<file path="config.mk">
export PLATFORM = sky130hd
export DESIGN_NAME = data_bus_bridge_flat
export DESIGN_NICKNAME = d
export VERILOG_FILES = /design/src/rtl/data_bus_bridge_pkg.sv /design/src/rtl/data_bus_bridge_if.sv /design/src/rtl/data_bus_bridge_timeout.sv /design/src/rtl/data_bus_bridge.sv /design/src/flat_wrapper.sv
export SDC_FILE = /design/constraint.sdc
export NUM_CORES = 1
export LEC_CHECK = 0
export ABC_AREA = 1
export BUFFER_PORTS_ARGS = -buffer_cell sky130_fd_sc_hd__buf_2
export CAP_MARGIN = 20
export CORE_UTILIZATION = 30
export CTS_BUF_LIST = sky130_fd_sc_hd__clkbuf_16
export DETAILED_ROUTE_END_ITERATION = 16
export GPL_TIMING_DRIVEN = 0
export HOLD_SLACK_MARGIN = 0.08
export PLACE_DENSITY = 0.6
export SETUP_SLACK_MARGIN = 0.3
export SLEW_MARGIN = 20
export SYNTH_ARGS = -nofsm -noshare
export SYNTH_HDL_FRONTEND = slang
export SYNTH_HIERARCHICAL = 1
export SYNTH_SLANG_ARGS = --single-unit
</file>
<file path="constraint.sdc">
create_clock -name iCLK -period 3.15 [get_ports iCLK]
set_clock_uncertainty 0.1 [all_clocks]
set_input_delay 0.1575 -clock iCLK [delete_from_list [all_inputs] [get_ports iCLK]]
set_output_delay 0.1575 -clock iCLK [all_outputs]
set_load 0.03 [all_outputs]
</file>
<file path="src/rtl/data_bus_bridge_pkg.sv">
// Shared types and constants for the data bus bridge: state encoding,
// bus widths and the default error/timeout values.
package data_bus_bridge_pkg;

   localparam int ADDR_W  = 32;
   localparam int DATA_W  = 32;
   localparam int BE_W    = 4;
   localparam int TIMER_W = 32;

   localparam int unsigned       DEFAULT_TIMEOUT  = 16;
   localparam logic [DATA_W-1:0] DEFAULT_ERR_DATA = 32'hDEADBEEF;

   typedef enum logic [1:0] {
      ST_IDLE  = 2'd0,
      ST_WRITE = 2'd1,
      ST_READ  = 2'd2,
      ST_RDONE = 2'd3
   } bridge_state_e;

endpackage

</file>
<file path="src/rtl/data_bus_bridge_if.sv">
// Core-side and slave-side bus signals of the bridge; master is the bridge's
// own view, slave is the view of whoever drives the core and the slave.
interface data_bus_bridge_if;
   import data_bus_bridge_pkg::*;

   logic              iReadEnable;
   logic              iWriteEnable;
   logic [BE_W-1:0]   iByteEnable;
   logic [ADDR_W-1:0] iAddress;
   logic [DATA_W-1:0] iWriteData;
   logic [DATA_W-1:0] oReadData;
   logic              oStall;
   logic              oBusError;
   logic              oReq;
   logic              oWe;
   logic [BE_W-1:0]   oBe;
   logic [ADDR_W-1:0] oAddr;
   logic [DATA_W-1:0] oWData;
   logic              iAck;
   logic [DATA_W-1:0] iRData;

   modport master (
      input  iReadEnable, iWriteEnable, iByteEnable, iAddress, iWriteData, iAck, iRData,
      output oReadData, oStall, oBusError, oReq, oWe, oBe, oAddr, oWData
   );

   modport slave (
      output iReadEnable, iWriteEnable, iByteEnable, iAddress, iWriteData, iAck, iRData,
      input  oReadData, oStall, oBusError, oReq, oWe, oBe, oAddr, oWData
   );

endinterface

</file>
<file path="src/rtl/data_bus_bridge_timeout.sv">
// Counts request cycles without an ack; expired flags the cycle in which the
// count would reach limit. A limit of zero never expires.
module bus_timeout_counter
   import data_bus_bridge_pkg::*;
(
   input  logic               clk,
   input  logic               rst,
   input  logic               enable,
   input  logic               clear,
   input  logic [TIMER_W-1:0] limit,
   output logic               expired
);

   logic [TIMER_W-1:0] count_q;
   logic [TIMER_W-1:0] count_d;

   always_comb begin
      count_d = count_q;
      if (clear) begin
         count_d = '0;
      end else if (enable) begin
         count_d = count_q + TIMER_W'(1);
      end
   end

   always_ff @(posedge clk or posedge rst) begin
      if (rst) begin
         count_q <= '0;
      end else begin
         count_q <= count_d;
      end
   end

   assign expired = enable && (limit != '0) && (count_q == limit - TIMER_W'(1));

endmodule

</file>
<file path="src/rtl/data_bus_bridge.sv">
// Turns the core's fixed-timing data bus into a req/ack handshake with a
// one-entry posted write buffer, stall generation and timeout abort.
module data_bus_bridge
   import data_bus_bridge_pkg::*;
#(
   parameter int unsigned       TIMEOUT_CYCLES = DEFAULT_TIMEOUT,
   parameter logic [DATA_W-1:0] ERR_DATA       = DEFAULT_ERR_DATA
)(
   input logic               iCLK,
   input logic               iRST,
   data_bus_bridge_if.master bus
);

   bridge_state_e     state_q, state_d;
   logic              req_q, req_d;
   logic              we_q, we_d;
   logic [BE_W-1:0]   be_q, be_d;
   logic [ADDR_W-1:0] addr_q, addr_d;
   logic [DATA_W-1:0] wdata_q, wdata_d;
   logic [DATA_W-1:0] rdata_q, rdata_d;
   logic              bus_err_q, bus_err_d;
   logic              stall;
   logic              expired;

   bus_timeout_counter u_timeout (
      .clk     (iCLK),
      .rst     (iRST),
      .enable  (req_q & ~bus.iAck),
      .clear   (~req_q | bus.iAck),
      .limit   (TIMER_W'(TIMEOUT_CYCLES)),
      .expired (expired)
   );

   // The slave-side address/BE/data registers double as the posted write buffer.
   always_comb begin
      state_d   = state_q;
      req_d     = req_q;
      we_d      = we_q;
      be_d      = be_q;
      addr_d    = addr_q;
      wdata_d   = wdata_q;
      rdata_d   = rdata_q;
      bus_err_d = 1'b0;
      stall     = 1'b0;
      case (state_q)
         ST_IDLE: begin
            if (bus.iWriteEnable) begin
               state_d = ST_WRITE;
               req_d   = 1'b1;
               we_d    = 1'b1;
               be_d    = bus.iByteEnable;
               addr_d  = bus.iAddress;
               wdata_d = bus.iWriteData;
            end else if (bus.iReadEnable) begin
               stall   = 1'b1;
               state_d = ST_READ;
               req_d   = 1'b1;
               we_d    = 1'b0;
               be_d    = bus.iByteEnable;
               addr_d  = bus.iAddress;
            end
         end
         ST_WRITE: begin
            stall = bus.iReadEnable | bus.iWriteEnable;
            if (bus.iAck) begin
               req_d   = 1'b0;
               state_d = ST_IDLE;
            end else if (expired) begin
               req_d     = 1'b0;
               bus_err_d = 1'b1;
               state_d   = ST_IDLE;
            end
         end
         ST_READ: begin
            stall = 1'b1;
            if (bus.iAck) begin
               rdata_d = bus.iRData;
               req_d   = 1'b0;
               state_d = ST_RDONE;
            end else if (expired) begin
               rdata_d   = ERR_DATA;
               req_d     = 1'b0;
               bus_err_d = 1'b1;
               state_d   = ST_RDONE;
            end
         end
         ST_RDONE: begin
            state_d = ST_IDLE;
         end
         default: begin
            state_d = ST_IDLE;
         end
      endcase
   end

   always_ff @(posedge iCLK or posedge iRST) begin
      if (iRST) begin
         state_q   <= ST_IDLE;
         req_q     <= 1'b0;
         we_q      <= 1'b0;
         be_q      <= '0;
         addr_q    <= '0;
         wdata_q   <= '0;
         rdata_q   <= '0;
         bus_err_q <= 1'b0;
      end else begin
         state_q   <= state_d;
         req_q     <= req_d;
         we_q      <= we_d;
         be_q      <= be_d;
         addr_q    <= addr_d;
         wdata_q   <= wdata_d;
         rdata_q   <= rdata_d;
         bus_err_q <= bus_err_d;
      end
   end

   assign bus.oStall    = stall;
   assign bus.oReq      = req_q;
   assign bus.oWe       = we_q;
   assign bus.oBe       = be_q;
   assign bus.oAddr     = addr_q;
   assign bus.oWData    = wdata_q;
   assign bus.oReadData = rdata_q;
   assign bus.oBusError = bus_err_q;

endmodule

</file>
<file path="src/flat_wrapper.sv">
// flat-port wrapper written by rule: the top's interface ports become plain ports
module data_bus_bridge_flat import data_bus_bridge_pkg::*;
#(
   parameter int unsigned       TIMEOUT_CYCLES = DEFAULT_TIMEOUT,
   parameter logic [DATA_W-1:0] ERR_DATA       = DEFAULT_ERR_DATA
)
  (iCLK, iRST, bus_iReadEnable, bus_iWriteEnable, bus_iByteEnable, bus_iAddress, bus_iWriteData, bus_iAck, bus_iRData, bus_oReadData, bus_oStall, bus_oBusError, bus_oReq, bus_oWe, bus_oBe, bus_oAddr, bus_oWData);
  data_bus_bridge_if bus_i ();
  input logic iCLK;
  input logic iRST;
  input wire logic [$bits(bus_i.iReadEnable)-1:0] bus_iReadEnable;
  input wire logic [$bits(bus_i.iWriteEnable)-1:0] bus_iWriteEnable;
  input wire logic [$bits(bus_i.iByteEnable)-1:0] bus_iByteEnable;
  input wire logic [$bits(bus_i.iAddress)-1:0] bus_iAddress;
  input wire logic [$bits(bus_i.iWriteData)-1:0] bus_iWriteData;
  input wire logic [$bits(bus_i.iAck)-1:0] bus_iAck;
  input wire logic [$bits(bus_i.iRData)-1:0] bus_iRData;
  output wire logic [$bits(bus_i.oReadData)-1:0] bus_oReadData;
  output wire logic [$bits(bus_i.oStall)-1:0] bus_oStall;
  output wire logic [$bits(bus_i.oBusError)-1:0] bus_oBusError;
  output wire logic [$bits(bus_i.oReq)-1:0] bus_oReq;
  output wire logic [$bits(bus_i.oWe)-1:0] bus_oWe;
  output wire logic [$bits(bus_i.oBe)-1:0] bus_oBe;
  output wire logic [$bits(bus_i.oAddr)-1:0] bus_oAddr;
  output wire logic [$bits(bus_i.oWData)-1:0] bus_oWData;
  assign bus_i.iReadEnable = bus_iReadEnable;
  assign bus_i.iWriteEnable = bus_iWriteEnable;
  assign bus_i.iByteEnable = bus_iByteEnable;
  assign bus_i.iAddress = bus_iAddress;
  assign bus_i.iWriteData = bus_iWriteData;
  assign bus_i.iAck = bus_iAck;
  assign bus_i.iRData = bus_iRData;
  assign bus_oReadData = bus_i.oReadData;
  assign bus_oStall = bus_i.oStall;
  assign bus_oBusError = bus_i.oBusError;
  assign bus_oReq = bus_i.oReq;
  assign bus_oWe = bus_i.oWe;
  assign bus_oBe = bus_i.oBe;
  assign bus_oAddr = bus_i.oAddr;
  assign bus_oWData = bus_i.oWData;
  data_bus_bridge #(.TIMEOUT_CYCLES(TIMEOUT_CYCLES), .ERR_DATA(ERR_DATA)) u_core (.iCLK(iCLK), .iRST(iRST), .bus(bus_i));
endmodule
</file>
-- Yosys cells after proc, flatten, opt, wreduce, memory -nomap -nowiden
Cells that the tools add are included.
- equality and inequality tests: 8
- reduce and logical (&&, ||, !) cells: 12
- magnitude comparators: 0
- mux-type cells: 28
- $mul: 0
- add/sub/neg operators: 1
- shift-type cells: 0
- divide/modulo/power cells: 0
- bitwise operators: 5
- operators with widths (kind ; number):
    32-bit two-way mux ; 6
    32-bit by 1-bit adder with 32-bit output, second input constant ; 1
    32-bit by 4-bit equality test with 1-bit output, second input constant ; 1
    2-bit two-way mux ; 6
    1-bit two-way mux ; 11
    4-bit two-way mux ; 2
    2-bit one-hot mux with 4 select lines ; 1
    2-bit nonzero test ; 4
    3-bit by 2-bit != test with 1-bit output, second input constant ; 2
    2-bit AND reduction ; 3
    3-bit AND reduction ; 2
    2-bit equality test, second input constant ; 2
    3-bit by 1-bit != test with 1-bit output, second input constant ; 1
    3-bit != test, second input constant ; 1
    1-bit one-hot mux with 3 select lines ; 1
    2-bit by 1-bit equality test with 1-bit output, second input constant ; 1
    2-bit logical NOT ; 1
    1-bit NOT ; 2
    1-bit OR ; 2
    1-bit one-hot mux with 2 select lines ; 1
    2-bit OR reduction ; 1
    1-bit bitwise AND ; 1
    1-bit logical AND ; 1
- bits in writable memories: 0
- memories: 0
- bits in read-only memories: 0
- input port bits: 105
- latch bits: 0
- word-level logic and storage cells: 63
- output and inout port bits: 104
- bits in registers: 137

-- Depth between registers and ports, before layout
- word-level depth: 6
- mapped depth: 21
- depth with buffers taken out: 21

-- By module
The synthesis kept the hierarchy.
- modules (own cells, without submodules) (module ; cells an instance ; area each (µm²) ; seq. area each (µm²) ; instances):
    data_bus_bridge ; 486 ; 4299.1 ; 2627.5 ; 1
    bus_timeout_counter ; 554 ; 3353.2 ; 800.8 ; 1

-- Worst setup path after synthesis
OpenSTA, ideal clock, no wires.
- path kind: reg2reg
- start point: reg u_core.req_q, in the netlist u_core/bus.oReq
- end point: reg u_core.rdata_q[0], in the netlist u_core/bus.oReadData[0]
- stages on the path, launching flop included: 18
- buffers on the path: 1
- clock period less this slack: 2.294 ns
- library setup time: 0.071 ns
- data required time: 2.979 ns
- arrival time: 2.123 ns
- setup slack: 0.856 ns
- cell sequence: dfrtp_1 nand2_1 inv_1 nand2_1 nand2_1 nand3_1 nor2_1 nand3_1 nor2_1 nand2_1 nor2_1 nand4_1 nor2_1 nor2_2 nor2_4 buf_4 nor2_1 nor2_1
- cells in the longest elaborated chain, start to end: 4
- ends and longest elaborated chain (what ; RTL line ; RTL):
    start: declaration ; data_bus_bridge.sv:15 ; logic req_q, req_d;
    start signal: assignment ; data_bus_bridge.sv:108 ; req_q <= req_d;
    1-bit bitwise AND ; data_bus_bridge.sv:28 ; .enable (req_q & ~bus.iAck),
    1-bit logical AND ; data_bus_bridge_timeout.sv:34 ; assign expired = enable && (limit != '0) && (count_q == limit - TIMER_W'(1));
    named net u_core.expired ; data_bus_bridge.sv:23 ; logic expired;
    2-bit nonzero test (no source line) ; - ;
    2-bit AND reduction (no source line) ; - ;
    end signal: assignment ; data_bus_bridge.sv:113 ; rdata_q <= rdata_d;
    end: declaration ; data_bus_bridge.sv:20 ; logic [DATA_W-1:0] rdata_q, rdata_d;
The timed path passes the listed nets, and every way through them passes these cells.
A chain may end at the register's enable or synchronous reset.

-- Final worst setup path
- start point: reg u_core.req_q, in the netlist u_core/bus.oReq
- end point: reg u_core.rdata_q[17], in the netlist u_core/bus.oReadData[17]
The elaborated chain is that of the path after synthesis.

==> results_dict.tcl <==
set metrics [dict create \
    status "complete, no violations" \
    layout_common_cells "nand2_1, buf_2, nor2_1, dfrtp_1, dlygate4sd3_1" \
    dr_total_vias 7818 \
    cts-root-buf "clkbuf_16" \
    avgSynthCellArea_sq_um 7.358 \
    start_kind "flip-flop" \
    crit_required_ns 3.36 \
    cp.arrival_ns 2.76 \
    cts_tree "done" \
    crit_type "reg2reg" \
    routed-wl-met3_um 1258 \
    port_buffers 207 \
    grt_pass1_vias 7588 \
    max_slew.worst_pin.slew_ns 0.7115 \
    grt_max_degree 33 \
    critPathMaxFanout 8 \
    ys_seq_elements 137 \
    overflow 0 \
    synth_top_area_cell "dfrtp_1" \
    max_freq_ghz 0.3916 \
    post-route-period-util_pct 81.08 \
    drive_gt1_share_pct 21.80 \
    grt_use_total_pct 17.84 \
    clkLatencyLatePin_ns 0.42 \
    routed_wl_um 22910 \
    grt_pass1_wl_um 37100 \
    rsz0062_at_grt "false" \
    hold_class "in2reg" \
    r2r_slack_ns 0.60 \
    hold_viol 0 \
    syn_inst 1040 \
    multiInputGateArea_sq_um 4038 \
    fillCellCount 2556 \
    synthToLayoutAreaGrowth_pct 48.01 \
    endpoint_kind "flip-flop" \
    layout_commonest_cell "nand2_1" \
    synth_edf_count 0 \
    dpl.hpwl_um 16720 \
    synth.top_cell.area_share_pct 44.80 \
    drc_errors 0 \
    antenna_found_initial 0 \
    power_density_nw_per_um2 780.6 \
    synth-async-reset-ratio_pct 100.0 \
    core-area_sq_um 25110 \
    drt_iter0_drc 488 \
    dieHeight_um 161.7 \
    fin_nets 1600 \
    wl_met2_um 11220 \
    syn-cell-area_sq_um 7652 \
    vias_per_cell 4.272 \
    io_pins 209 \
    seq_area_sq_um 3428 \
    die_area_sq_um 26150 \
    wl_met1_um 9816 \
    start_util_pct 30.48 \
    synthTopCellsByArea "dfrtp_1, nand2_1, nor2_1, nand3_1, inv_1" \
    p_total_w 0.008841 \
    ir_drop_v 0.0005135 \
    yosys_warnings 6 \
    clock_path_buffers 2 \
    postRouteAntennaNets 0 \
    p_leak_nw 5.998 \
    htreeDepth 4 \
    yosysSeqAreaShare_pct 44.80 \
    cts.clk_slew.worst_paths_ns 0.07 \
    tns_ns 0 \
    ys_types 43 \
    diodes 0 \
    wl_per_cell_um 12.52 \
    cts_buffers 17 \
    drv_cap 0 \
    routed.top_layer "met4" \
    gp_congestion 0.9099 \
    die_x_um 161.7 \
    dr.pass1.iters 7 \
    rows 58 \
    slew_headroom_pct 52.50 \
    synthFlopType "dfrtp_1" \
    fin_crit_ns 2.554 \
    clock-sinks 137 \
    setup_viol 0 \
    drv_slew 0 \
]
cells in the mapped netlist, types with 3 or more instances:
master and count:
a21oi_1 22, buf_2 15, buf_4 7, buf_6 5
clkbuf_1 5, dfrtp_1 137, ha_1 8, inv_1 96
inv_2 8, nand2_1 328, nand2_4 6, nand3_1 109
nand3b_1 8, nand4_1 10, nor2_1 160, nor2_2 15
nor2_4 6, nor3_1 15, nor4_1 3, o21ai_0 23
o21ai_1 5, xnor2_1 9, xor2_1 14
worst max-delay path, stage by stage (launching register included):
cell     delay, ns
dfrtp_1       0.37
nand2_2       0.13
inv_4         0.11
nand2_1       0.07
nand2_1       0.07
nand3_1       0.10
nor2_1        0.12
nand3_1       0.08
nor2_1        0.11
nand2_1       0.07
nor2_2        0.09
nand4_1       0.16
nor2_4        0.20
nor2_2        0.08
nor2_4        0.23
buf_4         0.17
inv_2         0.07
nand2_1       0.06
nand2_1       0.04
metrics by stage:
| stage | util [%] | hold slack (ns) | std cells | worst slack, ns | instance area [sq um] |
|---|---|---|---|---|---|
| 4_1_cts | 44.95 | 0.08564 | 1827 | 0.3282 | 11290 |
| 3_3_place_gp | 37.83 | 0.2510 | 1682 | 0.3382 | 9499 |
| 5_1_grt | 45.11 | 0.1166 | 1830 | 0.3310 | 11330 |
| 3_5_place_dp | 38.07 | 0.1527 | 1685 | 0.2637 | 9559 |
| 2_1_floorplan | - | 0.1671 | 1145 | 0.8556 | 8050 |
| 6_report | 45.11 | 0.1048 | 1830 | 0.5961 | 11330 |
metal layers:
layer	track usage, %	vias up
met1	21.70	3507
met3	4.213	38
met4	6.990	0
met2	30.43	223
met5	0	-
li1	-	4050
flip-flops by register name (all words and copies together), names as in the netlist, 2 cells and up:
signal and cells:
u_core/state_q 2, u_core/u_timeout/count_q 32, u_core/bus.oBe 4, u_core/bus.oWData 32, u_core/bus.oAddr 32, u_core/bus.oReadData 32
cell type report:
class,count,share of cell area [%]
buffer,32,1.834
clock buffer,17,3.756
clock inverter,15,1.745
inverter,104,3.502
multi-input combinational,872,35.65
sequential,137,30.27
tap,330,3.646
timing repair buffer,323,19.60
timing repair:
action                                  CTS  global route
endpoints found under the setup margin   12            33
hold buffers                            110             0
pin swaps                                 0             4
setup buffers                             0             3
resized for setup                         1             8
endpoints found under the hold margin   179             0
worst paths after layout:
path                                                   start                                   end  cells after the start
max                              u_core/bus.oReq$_DFFE_PP0P_  u_core/bus.oReadData[17]$_DFFE_PP0P_                     18
min                                          bus_iReadEnable         u_core/bus.oBe[1]$_DFFE_PP0P_                      5
max reg2reg                      u_core/bus.oReq$_DFFE_PP0P_  u_core/bus.oReadData[17]$_DFFE_PP0P_                     18
min reg2reg                u_core/bus.oWData[22]$_DFFE_PP0P_     u_core/bus.oWData[22]$_DFFE_PP0P_                      2
max in group asynchronous                               iRST   u_core/bus.oReadData[2]$_DFFE_PP0P_                      5
min in group asynchronous                               iRST   u_core/bus.oReadData[8]$_DFFE_PP0P_                      3
cells by family after synthesis:
family / share of synthesized area [%]
compound gates: 4.431
xor+xnor: 3.139
fa+ha+maj: 1.308
buf+inv: 7.750
flops: 44.80
other cells: 0.09814
simple gates: 38.47
power by group:
group          switching [W]  internal, W
clock               0.000888      0.00122
combinational        0.00278      0.00119
sequential          0.000348      0.00241
(Power assumes the default switching activity.)
